==> config.mk <==
export PLATFORM = sky130hd
export DESIGN_NAME = cdu_inject
export DESIGN_NICKNAME = d
export VERILOG_FILES = /design/src/rtl/cdu_inject_pkg.sv /design/src/rtl/cdu_inject_axis.sv /design/src/rtl/cdu_inject.sv
export SDC_FILE = /design/constraint.sdc
export NUM_CORES = 1
export LEC_CHECK = 0
export CORE_MARGIN = 2
export CORE_UTILIZATION = 45
export CTS_BUF_LIST = sky130_fd_sc_hd__clkbuf_4 sky130_fd_sc_hd__clkbuf_8 sky130_fd_sc_hd__clkbuf_16
export DETAILED_ROUTE_END_ITERATION = 16
export HOLD_SLACK_MARGIN = 0.08
export PLACE_DENSITY = 0.74
export SLEW_MARGIN = 40
export SYNTH_ARGS = -nofsm -noshare
export SYNTH_HDL_FRONTEND = slang
export SYNTH_SLANG_ARGS = --single-unit
==> constraint.sdc <==
create_clock -name clk -period 4.04 [get_ports clk]
set_input_delay 1.212 -clock clk [delete_from_list [all_inputs] [get_ports clk]]
set_output_delay 1.212 -clock clk [all_outputs]
set_load 0.1 [all_outputs]
==> src/rtl/cdu_inject_pkg.sv <==
// cdu_inject_pkg: register map, axis request states and the direction helper
// shared by the CDU angle injector.
package cdu_inject_pkg;

    localparam int unsigned NUM_AXES = 5;

    // Monitor register map of the injector (lives beside the CDU readback defines).
    localparam logic [15:0] CDU_INJ_REG_TGTX   = 16'h0000;
    localparam logic [15:0] CDU_INJ_REG_TGTY   = 16'h0001;
    localparam logic [15:0] CDU_INJ_REG_TGTZ   = 16'h0002;
    localparam logic [15:0] CDU_INJ_REG_TGTT   = 16'h0003;
    localparam logic [15:0] CDU_INJ_REG_TGTS   = 16'h0004;
    localparam logic [15:0] CDU_INJ_REG_ENABLE = 16'h0005;
    localparam logic [15:0] CDU_INJ_REG_STATUS = 16'h0006;
    localparam logic [15:0] CDU_INJ_REG_SHDX   = 16'h0008;
    localparam logic [15:0] CDU_INJ_REG_SHDY   = 16'h0009;
    localparam logic [15:0] CDU_INJ_REG_SHDZ   = 16'h000A;
    localparam logic [15:0] CDU_INJ_REG_SHDT   = 16'h000B;
    localparam logic [15:0] CDU_INJ_REG_SHDS   = 16'h000C;

    // Per-axis handshake state: idle, or holding an up / down request.
    typedef enum logic [1:0] {
        AX_IDLE = 2'd0,
        AX_UP   = 2'd1,
        AX_DOWN = 2'd2
    } axis_state_e;

    // Shortest-path direction on the 15-bit ring; a half-turn difference goes down.
    function automatic logic wants_down(input logic [14:0] tgt, input logic [14:0] shd);
        logic [14:0] diff;
        diff = tgt - shd;
        return diff[14];
    endfunction

endpackage

==> src/rtl/cdu_inject_axis.sv <==
// cdu_inject_axis: one CDU axis - target/shadow/enable, direction compare,
// request/ack handshake. Optional ack timeout with sticky error when the
// macro CDU_INJECT_TIMEOUT_EN is defined.
module cdu_inject_axis
    import cdu_inject_pkg::*;
#(
    parameter int unsigned TIMEOUT = 1023
) (
    input  logic        clk,
    input  logic        srst,
    input  logic        tick,
    input  logic        tgt_we,
    input  logic        shd_we,
    input  logic        en_we,
    input  logic        en_wdata,
`ifdef CDU_INJECT_TIMEOUT_EN
    input  logic        err_clr,
`endif
    input  logic [14:0] wdata,
    input  logic        ack,
    output logic [14:0] target,
    output logic [14:0] shadow,
    output logic        enable,
    output logic        pending,
    output logic        error,
    output logic        up,
    output logic        down
);

    axis_state_e state_reg, state_next;
    logic [14:0] target_reg;
    logic [14:0] shadow_reg, shadow_next;
    logic        enable_reg;
    logic        timeout_hit;

`ifdef CDU_INJECT_TIMEOUT_EN
    logic [15:0] wait_cnt_reg;
    logic        error_reg;

    // The last waiting cycle without an ack abandons the request.
    assign timeout_hit = (state_reg != AX_IDLE) && !ack
                         && (wait_cnt_reg == 16'(TIMEOUT - 1));
    assign error       = error_reg;

    // Wait counter runs only while a request is outstanding; error is sticky until cleared.
    always_ff @(posedge clk) begin
        if (srst) begin
            wait_cnt_reg <= '0;
            error_reg    <= 1'b0;
        end else begin
            if (state_reg == AX_IDLE) begin
                wait_cnt_reg <= '0;
            end else begin
                wait_cnt_reg <= wait_cnt_reg + 16'd1;
            end
            if (timeout_hit) begin
                error_reg <= 1'b1;
            end else if (err_clr) begin
                error_reg <= 1'b0;
            end
        end
    end
`else
    localparam int unsigned unused_timeout = TIMEOUT;
    assign timeout_hit = 1'b0;
    assign error       = 1'b0;
`endif

    // Request FSM: launch on a tick when behind target, release on ack (or timeout).
    always_comb begin
        state_next = state_reg;
        case (state_reg)
            AX_IDLE: begin
                if (tick && enable_reg && !error && (target_reg != shadow_reg)) begin
                    state_next = wants_down(target_reg, shadow_reg) ? AX_DOWN : AX_UP;
                end
            end
            AX_UP, AX_DOWN: begin
                if (ack || timeout_hit) begin
                    state_next = AX_IDLE;
                end
            end
            default: state_next = AX_IDLE;
        endcase
    end

    // Shadow follows serviced requests; a host write in the same cycle wins over the ack.
    always_comb begin
        shadow_next = shadow_reg;
        if (shd_we) begin
            shadow_next = wdata;
        end else if (ack && (state_reg == AX_UP)) begin
            shadow_next = shadow_reg + 15'd1;
        end else if (ack && (state_reg == AX_DOWN)) begin
            shadow_next = shadow_reg - 15'd1;
        end
    end

    // Axis registers.
    always_ff @(posedge clk) begin
        if (srst) begin
            state_reg  <= AX_IDLE;
            target_reg <= '0;
            shadow_reg <= '0;
            enable_reg <= 1'b0;
        end else begin
            state_reg  <= state_next;
            shadow_reg <= shadow_next;
            if (tgt_we) begin
                target_reg <= wdata;
            end
            if (en_we) begin
                enable_reg <= en_wdata;
            end
        end
    end

    assign target  = target_reg;
    assign shadow  = shadow_reg;
    assign enable  = enable_reg;
    assign pending = (state_reg != AX_IDLE);
    assign up      = (state_reg == AX_UP);
    assign down    = (state_reg == AX_DOWN);

endmodule

==> src/rtl/cdu_inject.sv <==
// cdu_inject: monitor-side CDU angle injector. Pacing divider, register
// decode and read mux around five cdu_inject_axis instances. Build option
// CDU_INJECT_TIMEOUT_EN adds per-axis ack timeout and sticky error bits.
module cdu_inject
    import cdu_inject_pkg::*;
#(
    parameter int unsigned RATE_DIV = 7812,
    parameter int unsigned TIMEOUT  = 1023
) (
    input  logic        clk,
    input  logic        srst,
    input  logic        read_en,
    input  logic        write_en,
    output logic        write_done,
    input  logic [15:0] addr,
    input  logic [15:0] data_in,
    output logic [15:0] data_out,
    output logic [4:0]  cdu_up,
    output logic [4:0]  cdu_down,
    input  logic [4:0]  cdu_ack
);

    logic [15:0] pace_cnt_reg;
    logic        tick;
    logic        write_done_reg;
    logic [15:0] data_out_reg;
    logic [15:0] rd_mux;
    logic [14:0] target_w [NUM_AXES];
    logic [14:0] shadow_w [NUM_AXES];
    logic [4:0]  enable_w;
    logic [4:0]  pending_w;
    logic [4:0]  error_w;
    logic        unused_data_msb;

    assign unused_data_msb = data_in[15];
    assign tick = (pace_cnt_reg == '0);

    // Shared pacing down-counter: one tick every RATE_DIV cycles.
    always_ff @(posedge clk) begin
        if (srst || tick) begin
            pace_cnt_reg <= 16'(RATE_DIV - 1);
        end else begin
            pace_cnt_reg <= pace_cnt_reg - 16'd1;
        end
    end

    genvar gi;
    generate
        for (gi = 0; gi < NUM_AXES; gi++) begin : g_axis
            cdu_inject_axis #(
                .TIMEOUT (TIMEOUT)
            ) u_axis (
                .clk      (clk),
                .srst     (srst),
                .tick     (tick),
                .tgt_we   (write_en && (addr == CDU_INJ_REG_TGTX + 16'(gi))),
                .shd_we   (write_en && (addr == CDU_INJ_REG_SHDX + 16'(gi))),
                .en_we    (write_en && (addr == CDU_INJ_REG_ENABLE)),
                .en_wdata (data_in[gi]),
`ifdef CDU_INJECT_TIMEOUT_EN
                .err_clr  (write_en && (addr == CDU_INJ_REG_STATUS) && data_in[8+gi]),
`endif
                .wdata    (data_in[14:0]),
                .ack      (cdu_ack[gi]),
                .target   (target_w[gi]),
                .shadow   (shadow_w[gi]),
                .enable   (enable_w[gi]),
                .pending  (pending_w[gi]),
                .error    (error_w[gi]),
                .up       (cdu_up[gi]),
                .down     (cdu_down[gi])
            );
        end
    endgenerate

    // Read mux; unmapped addresses read as zero.
    always_comb begin
        rd_mux = '0;
        for (int i = 0; i < NUM_AXES; i++) begin
            if (addr == CDU_INJ_REG_TGTX + 16'(i)) begin
                rd_mux = {1'b0, target_w[i]};
            end
            if (addr == CDU_INJ_REG_SHDX + 16'(i)) begin
                rd_mux = {1'b0, shadow_w[i]};
            end
        end
        if (addr == CDU_INJ_REG_ENABLE) begin
            rd_mux = {11'd0, enable_w};
        end
        if (addr == CDU_INJ_REG_STATUS) begin
            rd_mux = {3'd0, error_w, 3'd0, pending_w};
        end
    end

    // Bus responses: write acknowledge and read data, each live for one cycle.
    always_ff @(posedge clk) begin
        if (srst) begin
            write_done_reg <= 1'b0;
            data_out_reg   <= '0;
        end else begin
            write_done_reg <= write_en;
            data_out_reg   <= read_en ? rd_mux : 16'd0;
        end
    end

    assign write_done = write_done_reg;
    assign data_out   = data_out_reg;

endmodule
=== Word level (Yosys, flattened, before mapping) ===
Index checks and enable logic that the tools add are counted.

* Logic and storage cells: 187
* Register bits: 198
* Input port bits: 41
* Output and inout port bits: 27

* Add/sub/neg operators: 16
* Multiplexer cells: 47
* Equal/unequal tests: 36
* Bitwise logic cells: 1
* Reductions and logical operators: 62

{| class="wikitable"
|+ Operator list
! operator !! count
|-
| two-way mux 15 bit || 25
|-
| == test 16 x 4 -> 1 bit (second input constant) || 5
|-
| adder 15 x 1 -> 15 bit (second input constant) || 5
|-
| != test 15 bit || 5
|-
| subtractor 15 x 1 -> 15 bit (second input constant) || 5
|-
| subtractor 15 bit || 5
|-
| == test 16 x 3 -> 1 bit (second input constant) || 3
|-
| == test 16 x 2 -> 1 bit (second input constant) || 2
|-
| zero test 16 bit || 2
|-
| logical AND 1 bit || 31
|-
| two-way mux 2 bit || 15
|-
| case mux 2 bit (2 select lines) || 5
|-
| == test 16 x 1 -> 1 bit (second input constant) || 1
|-
| subtractor 16 x 1 -> 16 bit (second input constant) || 1
|-
| nonzero test 3 bit || 5
|-
| OR reduction 13 bit || 1
|-
| OR reduction 2 bit || 6
|-
| == test 2 x 1 -> 1 bit (second input constant) || 5
|-
| == test 2 bit (second input constant) || 5
|-
| zero test 2 bit || 5
|-
| two-way mux 5 bit || 2
|-
| != test 2 x 1 -> 1 bit (second input constant) || 5
|-
| != test 2 bit (second input constant) || 5
|-
| AND reduction 2 bit || 5
|-
| other kinds (4) || 8
|}

=== Logic depth before layout (Yosys ltp) ===
* Depth in word-level cells: 13
* Mapped depth: 13

=== Hierarchy ===
A second synthesis with hierarchy kept.

* Cell total of the unflattened synthesis: 1,899
* Area, all modules: 15,239.6 um^2

{| class="wikitable"
|+ Modules (own cells, without submodules)
! module !! area each (um^2) !! cells each !! instances
|-
| cdu_inject_axis (g_axis[2].u_axis ...) || 2,456.1 || 302 || 3
|-
| cdu_inject_axis (g_axis[0].u_axis ...) || 2,411.1 || 295 || 2
|-
| cdu_inject || 3,049.2 || 403 || 1
|}

=== Worst setup path before layout ===
Ideal clock, no wire load.

* Path type: input -> register
* Start: input cdu_ack[0]
* End: register g_axis[0].u_axis.shadow_reg[13]
* Path buffers: 0
* Arrival time: 3,844 ps
* Stages on the path: 10
* Setup slack: 121 ps
* Setup time: 74 ps
* Cells stage by stage: nand2_1 -> ha_1 -> a211o_1 -> a2111oi_0 -> o31ai_1 -> o41ai_2 -> o21ai_0 -> xnor2_1 -> or3_1 -> a31oi_1

* Cells in the longest elaborated chain, start to end: 3
* Elaborated cells between the ends (all ways): 5
* Those cells by class: 2 x mux; 3 x reduce/logical

{| class="wikitable"
|+ RTL lines
! what !! RTL line !! text
|-
| start: declaration || cdu_inject.sv:20 || <nowiki>input logic [4:0] cdu_ack</nowiki>
|-
| logical AND 1 bit || cdu_inject_axis.sv:92 || <nowiki>end else if (ack && (state_reg == AX_UP)) begin</nowiki>
|-
| two-way mux 15 bit || cdu_inject_axis.sv:92 ||
|-
| two-way mux 15 bit || cdu_inject_axis.sv:90 || <nowiki>if (shd_we) begin</nowiki>
|-
| end signal: assignment || cdu_inject_axis.sv:108 || <nowiki>shadow_reg <= shadow_next;</nowiki>
|-
| end: declaration || cdu_inject_axis.sv:32 || <nowiki>logic [14:0] shadow_reg, shadow_next;</nowiki>
|}

Several ways; a longest one is shown, not always the timed one.
A chain may end at the register's enable or synchronous reset.

=== Worst setup path in the final report ===
* Start: input cdu_ack[4]
* End: register g_axis[4].u_axis.shadow_reg[14]

* Cells in the longest elaborated chain, start to end: 3
* Elaborated cells between the ends (all ways): 5
* Those cells by class: 2 x mux; 3 x reduce/logical

{| class="wikitable"
|+ RTL lines
! what !! RTL line
|-
| logical AND 1 bit || cdu_inject_axis.sv:92
|-
| two-way mux 15 bit || cdu_inject_axis.sv:92
|-
| two-way mux 15 bit || cdu_inject_axis.sv:90
|-
| end signal: assignment || cdu_inject_axis.sv:108
|-
| end: declaration || cdu_inject_axis.sv:32
|}

Several ways; a longest one is shown, not always the timed one.

==> impl_metrics.json <==
{
  "rrSetupSlack_ps": 790,
  "pwr-share-comb_pct": 30.3,
  "synth-xor-area-share_pct": 5.28,
  "overflow": 0,
  "place_ws_ps": -323,
  "die_area_mm2": 0.0324,
  "min_period_ps": 3850,
  "drt-initial-drc-count": 1331,
  "critical_path_arrival_ps": 4200,
  "core_region_area_mm2": 0.0305,
  "synthSimpleGateAreaFrac_pct": 20.3,
  "final-seq-area_mm2": 0.00394,
  "num_io_pins": 68,
  "tritoncts": "yes",
  "path_common_cell": "a211oi_1",
  "worstMarginPinSlew_ps": 897,
  "synthToLayoutAreaGrowth_pct": 16.2,
  "startpoint_type": "input port",
  "synth_top_family_by_area": "compound AO/OA/AOI/OAI gates",
  "min_to": "pace_cnt_reg[0]",
  "finalSetupViolCount": 0,
  "path_max_fanout": 5,
  "synth_compound_area_share_pct": 24.3,
  "synth_edf_count": 0,
  "yosys_most_used_dff": "dfxtp_1",
  "ys_warn_count": 0,
  "drcViolationCount": 0,
  "required_ps": 4390,
  "clk_pin_slew_ps": 70,
  "max-cap-violations": 0,
  "status": "finished clean",
  "die-height_um": 180,
  "slew_headroom_pct": 40.0,
  "grt_max_degree": 161,
  "final_area_mm2": 0.0162,
  "num_vias": 13688,
  "io_buffers": 65,
  "final_nets": 2089,
  "cts_htree_levels": 4,
  "cts_buffers": 17,
  "ys_top_cells_by_count": "255 x nand2_1, 197 x dfxtp_1, 166 x a21oi_1, 152 x ha_1, 132 x nor2_1",
  "grt_usage_pct": 27.3,
  "synthArstFlopShare_pct": 0,
  "hold_depth": 1,
  "postCtsHoldBufs": 0,
  "antenna_left": 0,
  "finalHoldViolations": 0,
  "drv_slew": 0,
  "rr_startpoint": "g_axis[4].u_axis.state_reg[1]",
  "fin_util_pct": 53.1,
  "worstPathCellList": "clkdlybuf4s50_1 > nand2_1 > fa_1 > a211oi_1 > o21bai_1 > a211o_1 > a2111oi_2 > or2_2 > o2111ai_1 > xor2_1 > a211oi_1",
  "rsz0062_at_grt": "false",
  "min_path_type": "reg -> reg",
  "reg2reg_to": "g_axis[4].u_axis.shadow[14]",
  "period_share_pct": 95.3,
  "ir_drop_mv": 0.290,
  "min_from": "pace_cnt_reg[0]",
  "intPower_mw": 3.54,
  "drt-total-wl_um": 44800,
  "cts_sinks": 197,
  "initial_core_util_pct": 45.7,
  "insertion_delay_ps": 460,
  "hpwl_um": 32800,
  "finalWeightedCongestion": 0.983,
  "powerDensity_mw_per_mm2": 331,
  "synth_top_area_share_pct": 28.3,
  "antenna_found_initial": 0,
  "clockBufferDepth": 2,
  "die_w_um": 180,
  "reg2reg_depth": 12,
  "cpPeakStageDelay_ps": 480,
  "synthTopCellsByArea": "dfxtp_1 28%, ha_1 14%, nand2_1 6.9%, a21oi_1 6.0%, nor2_1 3.6%",
  "use_met3_pct": 4.90,
  "synthesis.nets": 1964,
  "p_sw_mw": 1.82,
  "yosysSeqAreaShare_pct": 28.3,
  "fmaxAchievable_ghz": 0.260,
  "grt_pass1_wl_um": 70600,
  "clock-root-buffer": "clkbuf_16",
  "wl_per_cell_um": 19.5,
  "ys_types": 76,
  "synthAdderAreaFrac_pct": 14.4,
  "end_kind": "flop",
  "ys_seq_elements": 197,
  "postPlaceCellArea_mm2": 0.0156,
  "multi_input_area_mm2": 0.00915,
  "skew_ps": 19.2,
  "syn_inst": 1766,
  "synthMuxAreaShare_pct": 1.01,
  "antenna_cells": 0,
  "drive_gt1_share_pct": 12.9,
  "grt_pass1_vias": 13083,
  "cpLargestDelayFamily": "compound AO/OA/AOI/OAI gates",
  "cp_slowest_cell": "clkdlybuf4s50_1",
  "met1_usage_pct": 35.2,
  "p_clk_share_pct": 31.0,
  "fillers": 2818,
  "leakage_nw": 6.63,
  "vias_per_cell": 5.95,
  "power_frac_seq_pct": 38.7,
  "yosysTopAreaCell": "dfxtp_1",
  "yosysMostFrequentCell": "nand2_1",
  "rows": 64,
  "grt_use_met2_pct": 43.3,
  "synth_area_mm2": 0.0139,
  "first_pass_iters": 9,
  "crit_buf_inv": 1,
  "worst-setup-path-type": "in -> reg",
  "switching_share_pct": 33.9,
  "setup_ws_ps": 190,
  "avgSynthCellArea_um2": 7.89,
  "busiest_layer": "met2"
}
[logic make-up after synthesis]
group | Yosys count
flops | 197
buf+inv | 210
mux | 14
compound gates | 510
xor+xnor | 84
other cells | 1
simple gates | 593
fa+ha+maj | 157
[final cells by class]
cell class,instances,share of cell area (%)
multi-input cells,1359,56.5
flip-flops and latches,197,24.4
repair buffers,209,10.2
well taps,396,3.06
clock buffers,18,2.67
inverters,107,2.48
clock inverters,13,0.696
[how the worst max path moves through the flow]
stage	from	slack (ps)	to	cells past startpoint
global route	cdu_ack[3]	30	g_axis[3].u_axis.shadow[14]	11
global placement	cdu_ack[0]	-290	g_axis[0].u_axis.shadow[13]	12
CTS	cdu_ack[0]	130	g_axis[0].u_axis.shadow[13]	13
finish	cdu_ack[4]	190	g_axis[4].u_axis.shadow[14]	11
floorplan	cdu_ack[0]	120	g_axis[0].u_axis.shadow[13]	10
detailed placement	cdu_ack[0]	-320	g_axis[0].u_axis.shadow[13]	12
[power groups by stage]
stage	clock, mW	combinational (mW)	sequential, mW
2_1_floorplan	0	1.15	2.09
3_3_place_gp	0	1.57	2.12
3_5_place_dp	0	1.60	2.12
4_1_cts	1.67	1.61	2.07
5_1_grt	1.74	1.80	2.08
6_report	1.66	1.62	2.07
[through the flow]
stage	total power [mW]	instances	setup TNS [ps]	hold WS, ps
2_1_floorplan	3.23	1766	0	371
3_3_place_gp	3.69	2268	-1490	382
3_5_place_dp	3.72	2268	-1870	390
4_1_cts	5.36	2299	0	407
5_1_grt	5.63	2299	0	428
6_report	5.36	2299	0	405
[layer usage]
layer | up-vias | part of all wire [%]
met3 | 154 | 8.8
met5 | - | 0
met4 | 0 | 5.8
li1 | 6587 | -
met1 | 6352 | 41
met2 | 595 | 44
[layout by cell type (no fill, tap or decap), types with 14 or more instances in the layout]
master           Yosys  final
inv_1              107    107
ha_1               152    152
and3_1              15     15
a22oi_1             45     45
a221oi_1            17     17
nor3_1              45     45
mux2i_1             14     14
clkdlybuf4s50_1      0     32
dfxtp_1            197    197
o21ai_0             53     52
nand3_1             40     40
o211ai_1            25     25
nand2_1            255    255
a211oi_1            56     56
nor2_1             132    132
a21oi_1            166    166
a31oi_1             14     14
xnor2_1             44     44
xor2_1              40     40
o21a_1              14     14
a21o_1              38     38
buf_2               23     22
buf_4               18    150
clkbuf_16            0     17
[worst register-to-register path, stage by stage (launching register included)]
cell	delay (ps)
dfxtp_1	320
inv_1	90
ha_1	230
nand2_1	190
fa_1	450
a211oi_1	290
o21bai_1	140
a211o_1	350
a2111oi_2	340
or2_2	190
o2111ai_1	150
xor2_1	190
a211oi_1	240
[what timing repair did]
item                                    CTS  global route
endpoints found under the setup margin    0             4
resized for setup                         0             4
buffers inserted                          0             0
endpoints found under the hold margin     0             0
(Power assumes the default switching activity.)
